$ cat src/rtl/ring_core.sv
// Ring node for the bhiv multicore: ring slot pass/strip logic plus an engine
// that reads each private cache line, adds CORENUM to every word and writes it back.
module ring_core #(
   parameter int CORENUM = 1,
   parameter int TSIZE   = 4,
   parameter int SSIZE   = 4,
   parameter int NBLINES = 7,
   parameter int NBWORDS = 3
) (
   input  logic               clk,
   input  logic               reset,
   input  logic [TSIZE-1:0]   slot_type_in,
   input  logic [SSIZE-1:0]   slot_source_in,
   input  logic [31:0]        slot_data_in,
   output logic [TSIZE-1:0]   slot_type_out,
   output logic [SSIZE-1:0]   slot_source_out,
   output logic [31:0]        slot_data_out,
   input  logic [SSIZE-1:0]   mc_dest,
   input  logic [NBWORDS-1:0] mc_count,
   input  logic [31:0]        mc_data
);

   localparam int NWORDS      = 2 ** NBWORDS;
   localparam int NBCACHELINE = 30 - NBWORDS;

   localparam logic [TSIZE-1:0] T_NULL  = TSIZE'(0);
   localparam logic [TSIZE-1:0] T_TOKEN = TSIZE'(1);
   localparam logic [TSIZE-1:0] T_ADDR  = TSIZE'(2);
   localparam logic [TSIZE-1:0] T_WDATA = TSIZE'(3);

   localparam logic [SSIZE-1:0]       CORE_ID   = SSIZE'(CORENUM);
   localparam logic [NBCACHELINE-1:0] LINE_BASE = NBCACHELINE'(CORENUM) << NBLINES;
   localparam logic [NBCACHELINE-1:0] LINE_END  = '1;
   localparam logic [NBWORDS-1:0]     LAST_WORD = NBWORDS'(NWORDS - 1);
   localparam logic [NBLINES-1:0]     LAST_OFF  = '1;

   typedef enum logic [3:0] {
      RD_REQ, RD_REL, RD_WAIT, MOD, WR_REQ, WR_DATA, WR_REL, NEXT, FIN, FIN_REL, HALT
   } state_t;

   state_t                  r_state;
   state_t                  w_nextState;
   logic [NBLINES-1:0]      r_offset;
   logic [NBWORDS-1:0]      r_wordIdx;
   logic [31:0]             r_buf [NWORDS];
   logic                    w_tokenIn;
   logic                    w_mcHit;
   logic [NBCACHELINE-1:0]  w_line;

   function automatic logic [31:0] addrPayload(input logic [NBCACHELINE-1:0] line, input logic rw);
      logic [31:0] p;
      p = '0;
      p[NBCACHELINE-1:0] = line;
      p[NBCACHELINE] = rw;
      return p;
   endfunction

   // Reset must never capture the token, even though the state already reads RD_REQ.
   assign w_tokenIn = !reset && (slot_type_in == T_TOKEN);
   assign w_mcHit   = (mc_dest == CORE_ID);
   assign w_line    = LINE_BASE + NBCACHELINE'(r_offset);

   always_ff @(posedge clk or posedge reset) begin
      if (reset) r_state <= RD_REQ;
      else       r_state <= w_nextState;
   end

   always_ff @(posedge clk or posedge reset) begin
      if (reset) begin
         r_offset  <= '0;
         r_wordIdx <= '0;
      end else begin
         if (r_state == WR_DATA) r_wordIdx <= r_wordIdx + NBWORDS'(1);
         if (r_state == NEXT && r_offset != LAST_OFF) r_offset <= r_offset + NBLINES'(1);
      end
   end

   always_ff @(posedge clk) begin
      if (r_state == RD_WAIT && w_mcHit) begin
         r_buf[mc_count] <= mc_data;
      end else if (r_state == MOD) begin
         for (int k = 0; k < NWORDS; k++) r_buf[k] <= r_buf[k] + 32'(CORENUM);
      end
   end

   // Emission overrides stripping, which overrides pass-through.
   always_comb begin
      w_nextState     = r_state;
      slot_type_out   = slot_type_in;
      slot_source_out = slot_source_in;
      slot_data_out   = slot_data_in;
      if ((slot_type_in == T_ADDR || slot_type_in == T_WDATA) && slot_source_in == CORE_ID) begin
         slot_type_out   = T_NULL;
         slot_source_out = '0;
         slot_data_out   = '0;
      end
      case (r_state)
         RD_REQ: if (w_tokenIn) begin
            slot_type_out   = T_ADDR;
            slot_source_out = CORE_ID;
            slot_data_out   = addrPayload(w_line, 1'b0);
            w_nextState     = RD_REL;
         end
         RD_WAIT: if (w_mcHit && mc_count == LAST_WORD) w_nextState = MOD;
         MOD: w_nextState = WR_REQ;
         WR_REQ: if (w_tokenIn) begin
            slot_type_out   = T_ADDR;
            slot_source_out = CORE_ID;
            slot_data_out   = addrPayload(w_line, 1'b1);
            w_nextState     = WR_DATA;
         end
         WR_DATA: begin
            slot_type_out   = T_WDATA;
            slot_source_out = CORE_ID;
            slot_data_out   = r_buf[r_wordIdx];
            if (r_wordIdx == LAST_WORD) w_nextState = WR_REL;
         end
         NEXT: w_nextState = (r_offset == LAST_OFF) ? FIN : RD_REQ;
         FIN: if (w_tokenIn) begin
            slot_type_out   = T_ADDR;
            slot_source_out = CORE_ID;
            slot_data_out   = addrPayload(LINE_END, 1'b0);
            w_nextState     = FIN_REL;
         end
         RD_REL, WR_REL, FIN_REL: begin
            slot_type_out   = T_TOKEN;
            slot_source_out = '0;
            slot_data_out   = '0;
            w_nextState     = (r_state == RD_REL) ? RD_WAIT :
                              (r_state == WR_REL) ? NEXT : HALT;
         end
         HALT: w_nextState = HALT;
         default: w_nextState = RD_REQ;
      endcase
   end

endmodule

$ cat config.mk
export PLATFORM = sky130hd
export DESIGN_NAME = ring_core
export DESIGN_NICKNAME = d
export VERILOG_FILES = /design/src/rtl/ring_core.sv
export SDC_FILE = /design/constraint.sdc
export NUM_CORES = 1
export LEC_CHECK = 0
export CORE_ASPECT_RATIO = 0.7
export CORE_MARGIN = 2
export CORE_UTILIZATION = 35
export CTS_CLUSTER_SIZE = 14
export DETAILED_ROUTE_END_ITERATION = 10
export GPL_TIMING_DRIVEN = 0
export SKIP_LAST_GASP = 1
export SLEW_MARGIN = 20
export SYNTH_ARGS = -nofsm -noshare
export SYNTH_HDL_FRONTEND = slang
export SYNTH_SLANG_ARGS = --single-unit
$ cat constraint.sdc
create_clock -name clk -period 4.93 [get_ports clk]
set_input_delay 0.493 -clock clk [delete_from_list [all_inputs] [get_ports clk]]
set_output_delay 0.493 -clock clk [all_outputs]
set_load 0.02 [all_outputs]
==> results of run 1 <==
==> sequential cells by signal, summed over array words and instances, names as in the netlist <==
register and count:
r_buf 256, r_offset 7, r_state 4, r_wordIdx 3
==> per-stage QoR <==
stage	area, um2	power [uW]	instances
after floorplan	17400	6730	1632
after global placement	19400	8610	2417
after detailed placement	19800	8800	2429
after CTS	20700	11000	2482
after global routing	20700	11500	2482
final	20700	11100	2482
==> worst max path at each step <==
stage               cells past startpoint          endpoint  slack [ns]
global placement                        4       r_buf[2][9]       -1.73
finish                                  6  slot_data_out[7]        0.44
CTS                                     8  slot_data_out[6]        0.51
global route                            8  slot_data_out[6]        0.38
detailed placement                      8  slot_data_out[6]        1.11
floorplan                               3       r_buf[0][0]        0.66
==> Yosys cell counts, types with 4 or more instances <==
master	number
sky130_fd_sc_hd__edfxtp_1	256
sky130_fd_sc_hd__a21oi_1	233
sky130_fd_sc_hd__xor2_1	133
sky130_fd_sc_hd__nand2_1	123
sky130_fd_sc_hd__nor2_1	120
sky130_fd_sc_hd__xnor2_1	104
sky130_fd_sc_hd__nand3_1	97
sky130_fd_sc_hd__nand4_1	86
sky130_fd_sc_hd__mux4_2	63
sky130_fd_sc_hd__clkbuf_1	44
sky130_fd_sc_hd__and3_1	37
sky130_fd_sc_hd__nor3_1	31
sky130_fd_sc_hd__a211o_1	27
sky130_fd_sc_hd__inv_1	26
sky130_fd_sc_hd__mux2i_1	26
sky130_fd_sc_hd__nor4_1	26
sky130_fd_sc_hd__buf_2	25
sky130_fd_sc_hd__o21ai_0	23
sky130_fd_sc_hd__and4_1	21
sky130_fd_sc_hd__dfrtp_1	14
sky130_fd_sc_hd__and2_1	12
sky130_fd_sc_hd__ha_1	11
sky130_fd_sc_hd__nand4b_1	9
sky130_fd_sc_hd__a31oi_1	8
sky130_fd_sc_hd__or3_1	7
sky130_fd_sc_hd__o21a_1	6
sky130_fd_sc_hd__a21oi_2	5
sky130_fd_sc_hd__buf_1	5
sky130_fd_sc_hd__nor3_2	5
sky130_fd_sc_hd__nor3b_1	4
sky130_fd_sc_hd__o2bb2ai_1	4
==> kinds of logic (layout without fill, tap and decap cells) <==
| group | after synthesis | after routing | synth area share [%] |
|---|---|---|---|
| xor gates and xnor gates | 237 | 237 | 12.0 |
| DFF | 270 | 270 | 46.3 |
| adders and majority gates | 11 | 11 | 0.793 |
| buffers and inverters | 105 | 290 | 2.60 |
| and+or+nand+nor | 595 | 595 | 17.9 |
| AOI/OAI and AO/OA | 323 | 323 | 10.5 |
| muxes | 91 | 91 | 9.89 |
==> power by group <==
group          internal, uW  total [uW]  leakage, uW  switching [uW]
Sequential             3340        4000      0.00251             663
Clock                  1240        2240     0.000465            1000
Combinational          1950        4910      0.00362            2950
Total                  6530       11100      0.00660            4620
==> area by class of cell <==
type | count | area share, %
Multi-Input combinational cell | 1257 | 43.5
Sequential cell | 270 | 38.8
Timing Repair Buffer | 132 | 7.04
Tap cell | 665 | 4.02
Clock buffer | 35 | 3.80
Buffer | 79 | 1.71
Clock inverter | 18 | 0.670
Inverter | 26 | 0.471
==> per-layer routing <==
metal | vias to the layer above | GRT usage, % | part of all wire, %
met4 | 0 | 7.42 | 3.0
met3 | 121 | 7.86 | 14
li1 | 6555 | - | -
met2 | 940 | 35.4 | 42
met5 | - | 0 | 0
met1 | 7516 | 35.1 | 41
==> impl_metrics.csv, run 1 <==
group,metric,value,unit
placed_design,detailedPlace.worstSlack,1.11,ns
synthesis,net_count_after_synthesis,1724,
critical_path,crit_path_start,"r_wordIdx[2]",
floorplanning,fp.dieW,270,um
synthesis,netlist-cell-type-count,58,
global_routing,grt_first_pass_wirelength,94200,um
critical_path,cp.arrival,4.00,ns
floorplanning,core_area,49200,um2
clocking,tritoncts_sink_count,270,
critical_path,worstSetupPathType,"flop to primary output",
sta,slew_headroom,18.1,%
layout,antennaDiodeCount,0,
sta,fin_setup_tns,0,ns
synthesis,number_of_enable_type_register_cells_in_the_synthesized_netlist,256,
global_routing,initial_antenna_violation_count,0,
layout,mostFrequentLayoutCells,"256 x sky130_fd_sc_hd__edfxtp_1, 233 x sky130_fd_sc_hd__a21oi_1, 133 x sky130_fd_sc_hd__xor2_1",
placed_design,placement.io_buffers,120,
clocking,cts.hold.buffers_added,0,
layout,final_core_util,42.1,%
critical_path,critical_path.top_delay_family,"buffers and inverters",
route,drt-total-wl,64900,um
critical_path,path_cells,"buf_2 -> clkbuf_1 -> buf_1 -> mux2i_1 -> o22ai_1 -> clkdlybuf4s50_1",
critical_path,flop2flop_setup_slack,1.54,ns
synthesis,synthesis.area,17400,um2
synthesis,synthDominantCellAreaShare,44.3,%
clocking,clkLatencyLatePin,0.59,ns
sta,max_slew.worst_pin.slew,1.22,ns
clocking,h-tree-depth,1,
layout,layout_commonest_cell,"sky130_fd_sc_hd__edfxtp_1",
clocking,post_cts_setup_buffers,0,
clocking,clkTransAtPathRegs,0.07,ns
critical_path,critical_path.max_stage_delay,0.78,ns
synthesis,ys_ff_latch,270,
sta,report.final.slew_viol_count,0,
synthesis,synth_async_sr_flop_share,5.19,%
route,drc_errors,0,
route,drt_first_iter_violations,2348,
sta,finalCritPeriodShare,91.1,%
route,wire_length_per_cell,26.2,um
run_status,result_of_the_run,"finished clean",
critical_path,crit_path_top_delay_cell,"sky130_fd_sc_hd__clkbuf_1",
global_routing,first_global_vias,14135,
clocking,root_buffer,"sky130_fd_sc_hd__clkbuf_16",
global_routing,overflow,0,
critical_path,timing.critical_path.to_type,"primary output",
sta,final.setup.worst_slack,0.438,ns
floorplanning,die_height,190,um
layout,layout-area-overhead-vs-synth,19.3,%
route,postRouteAntennaNets,0,
synthesis,synth-warning-count,0,
sta,rsz0062_at_grt,"false",
critical_path,reg2reg_depth,5,
floorplanning,floorplan.initialDensity,35.3,%
floorplanning,die_footprint,51400,um2
global_routing,grt_start_max_net_pins,22,
sta,finalHoldViolCount,0,
pwr,leakage_power,0.00660,uW
synthesis,instance_count_of_the_mapped_netlist,1632,
synthesis,synth-main-ff-cell,"sky130_fd_sc_hd__edfxtp_1",
synthesis,synth_sequential_area_ratio,46.3,%
global_routing,grtUsageTotal,24.6,%
worst_hold_path,holdCritPathClass,"input pin to async pin",
synthesis,synth.area.top_cells,"sky130_fd_sc_hd__edfxtp_1 44%, sky130_fd_sc_hd__mux4_2 8.2%, sky130_fd_sc_hd__a21oi_1 6.7%, sky130_fd_sc_hd__xor2_1 6.7%, sky130_fd_sc_hd__xnor2_1 5.2%",
sta,finalWorstPathRequiredPeriod,4.49,ns
pwr,p_per_area,538,nW/um2
critical_path,crit-reg2reg-capture,"r_buf[4][7]",
clocking,cts_buffers,29,
synthesis,average_size_of_a_mapped_cell,10.6,um2
sta,finalSetupViolations,0,
critical_path,worstPathRequired,4.44,ns
clocking,tritoncts,"yes",
sta,clock_skew,0.0136,ns
placed_design,hpwl_after_detailed_placement,48600,um
layout,final-seq-area,8040,um2
critical_path,crit_fanout,10,
route,drt-pass1-iter-count,6,
clocking,post_cts_resized,0,
placed_design,place.gp.congestion,0.959,
synthesis,area_leader_netlist,"sky130_fd_sc_hd__edfxtp_1",
layout,layout-drive-gt1-share,10.2,%
route,via_per_inst,6.10,
layout,n_fill_cell,4813,
pwr,power.ir.vdd_worst,269,uV
critical_path,critical_path.reg2reg.startpoint,"r_state[2]",
floorplanning,total_number_of_placement_rows,68,
route,vias,15132,
sta,achievable_frequency,223,MHz
critical_path,cp.buffers_inverters,4,
floorplanning,ios,121,
critical_path,crit_path_start_kind,"flop",
sta,hold_ws,0.316,ns
clocking,clk_path_buf_depth,3,
job,timing.max_cap.violations,0,
layout,nNetsFinal,1887,
layout,multiInputGateArea,9010,um2
Note: power is estimated with default switching activity, not from simulation.
==> inputs of run 2 (changes only) <==
CTS_BUF_LIST = sky130_fd_sc_hd__clkbuf_8   (was default)
clock period = 4 ns   (was 4.93 ns; I/O delays follow)
==> run 2 against run 1 <==
Effect of this change: sequential cell count unchanged; critical path type unchanged; cell area decreased by 0.55%; register-to-register slack got worse by 0.97 ns; total power increased by 20%; critical path depth increased by 2; global-route usage increased by 0.15 points; setup slack got worse by 0.40 ns; wire length increased by 0.55%.
==> impl_metrics.csv, run 2 (synthesis results as in run 1) <==
group,metric,value,unit
pwr,power.switching_fraction,42.7,%
route,via_per_inst,6.07,
global_routing,first_global_vias,14453,
route,wire_length_per_cell,26.0,um
clocking,cts_buffers,44,
sta,finalHoldViolCount,0,
clocking,tritoncts,"yes",
floorplanning,total_number_of_placement_rows,68,
sta,max_slew.worst_pin.slew,1.23,ns
layout,mostFrequentLayoutCells,"256 x sky130_fd_sc_hd__edfxtp_1, 233 x sky130_fd_sc_hd__a21oi_1, 133 x sky130_fd_sc_hd__xor2_1",
pwr,combinationalPowerShare,45.4,%
layout,final-seq-area,8040,um2
global_routing,gr-usage-met3,9.87,%
layout,nNetsFinal,1903,
global_routing,grtUsageTotal,24.7,%
pwr,power.ir.vdd_worst,257,uV
global_routing,overflow,0,
pwr,p_int,7660,uW
global_routing,grt_first_pass_wirelength,94500,um
layout,largest_register_ffs,256,
layout,max_flop_register,"r_buf",
clocking,post_cts_setup_buffers,0,
sta,report.final.slew_viol_count,0,
critical_path,worstSetupPathType,"flop to primary output",
floorplanning,core_area,49200,um2
route,drt-total-wl,65300,um
pwr,leakage_power,0.00663,uW
layout,layout-drive-gt1-share,10.9,%
global_routing,initial_antenna_violation_count,2,
job,timing.max_cap.violations,0,
layout,final_core_util,41.9,%
global_routing,globalRouteMet1Util,34.1,%
placed_design,place.gp.congestion,0.927,
route,postRouteAntennaNets,0,
sta,finalSetupViolations,0,
sta,finalCritPeriodShare,99.2,%
sta,hold_ws,0.216,ns
critical_path,timing.critical_path.to_type,"primary output",
floorplanning,die_height,190,um
global_routing,layer_with_the_highest_usage_after_global_routing,"met2",
critical_path,critical_path.reg2reg.startpoint,"r_state[3]",
worst_hold_path,holdCritPathClass,"input pin to async pin",
sta,rsz0062_at_grt,"true",
critical_path,crit-reg2reg-capture,"r_buf[1][20]",
critical_path,reg2reg_depth,7,
floorplanning,fp.dieW,270,um
floorplanning,floorplan.initialDensity,35.3,%
run_status,result_of_the_run,"finished clean",
layout,layout_commonest_cell,"sky130_fd_sc_hd__edfxtp_1",
placed_design,placement.io_buffers,120,
clocking,cts.hold.buffers_added,0,
critical_path,worst_setup_path_endpoint,"slot_data_out[6]",
clocking,root_buffer,"sky130_fd_sc_hd__clkbuf_8",
route,vias,15243,
pwr,sequentialPowerShare,36.9,%
clocking,clk_path_buf_depth,3,
critical_path,crit_path_start_kind,"flop",
floorplanning,ios,121,
layout,reg.largest.list,"r_buf: 256 flops, r_offset: 7 flops, r_state: 4 flops",
sta,slew_headroom,17.7,%
global_routing,grt_start_max_net_pins,22,
route,drc_errors,0,
sta,clock_skew,0.0245,ns
route,drt_first_iter_violations,2211,
route,drt-pass1-iter-count,6,
clocking,tritoncts_sink_count,270,
placed_design,hpwl_after_detailed_placement,48400,um
sta,finalWorstPathRequiredPeriod,3.97,ns
clocking,clkLatencyLatePin,0.61,ns
clocking,h-tree-depth,2,
global_routing,gr-usage-met2,35.9,%
sta,achievable_frequency,252,MHz
critical_path,crit_path_start,"r_wordIdx[1]",
pwr,p_per_area,649,nW/um2
layout,multiInputGateArea,9020,um2
floorplanning,die_footprint,51400,um2
critical_path,cp.arrival,3.57,ns
pwr,power.share.clock,17.8,%
critical_path,flop2flop_setup_slack,0.57,ns
critical_path,crit_fanout,10,
critical_path,worstPathRequired,3.60,ns
clocking,post_cts_resized,8,
layout,layout-area-overhead-vs-synth,18.7,%
clocking,clkTransAtPathRegs,0.07,ns
pwr,net-switching-power,5720,uW
layout,n_fill_cell,4727,
[run 2: changes by cell type in the layout (fill, tap and decap cells not counted), sizes merged]
cell    before  now
inv         29   47
diode        0    1
clkinv      13   11
bufinv       2    1
clkbuf      79   91
[run 2: final cells by class]
class                           count  area share, %
Multi-Input combinational cell   1257           43.8
Sequential cell                   270           39.0
Timing Repair Buffer              133           7.04
Tap cell                          665           4.04
Clock buffer                       46           3.07
Buffer                             79           1.80
Clock inverter                     33          0.777
Inverter                           26          0.474
Antenna cell                        1         0.0121
[run 2: power by group through the flow]
stage	Sequential (uW)	Clock, uW	Combinational (uW)
global route	4990	2510	6400
finish	4930	2380	6070
detailed placement	4930	0	5920
global placement	5010	0	5610
floorplan	4680	0	3610
CTS	4890	2380	5950
[run 2: worst max-delay path: stages, from the launching register on]
cell	delay, ns
sky130_fd_sc_hd__dfrtp_1	0.43
sky130_fd_sc_hd__buf_4	0.32
sky130_fd_sc_hd__buf_6	0.25
sky130_fd_sc_hd__buf_4	0.29
sky130_fd_sc_hd__buf_4	0.29
sky130_fd_sc_hd__mux4_2	0.38
sky130_fd_sc_hd__mux2i_1	0.27
sky130_fd_sc_hd__o32ai_1	0.15
sky130_fd_sc_hd__clkdlybuf4s50_1	0.57
[run 2: worst min-delay path by stage]
| stage | startpoint | endpoint | cells past startpoint |
|---|---|---|---|
| detailed placement | r_offset[2] | r_offset[2] | 1 |
| global placement | r_offset[2] | r_offset[2] | 1 |
| global route | reset | r_state[1] | 2 |
| finish | reset | r_state[3] | 2 |
| floorplan | reset | r_offset[0] | 1 |
| CTS | reset | r_state[3] | 2 |
[run 2: layer usage]
layer	share of wire (%)	vias up
li1	-	6601
met1	41	7569
met2	42	966
met3	14	107
met4	2.4	0
met5	0	-
[run 2: metrics by stage]
stage,instance area [um2],power [uW],setup slack (ns),TNS (ns),std cells
2_1_floorplan,17400,8290,0.0189,0,1632
3_3_place_gp,19400,10600,-2.55,-410.28,2417
3_5_place_dp,19800,10800,0.316,0,2430
4_1_cts,20600,13200,-0.0490,-0.0490,2509
5_1_grt,20600,13900,-0.0393,-0.0453,2509
6_report,20600,13400,0.0338,0,2510
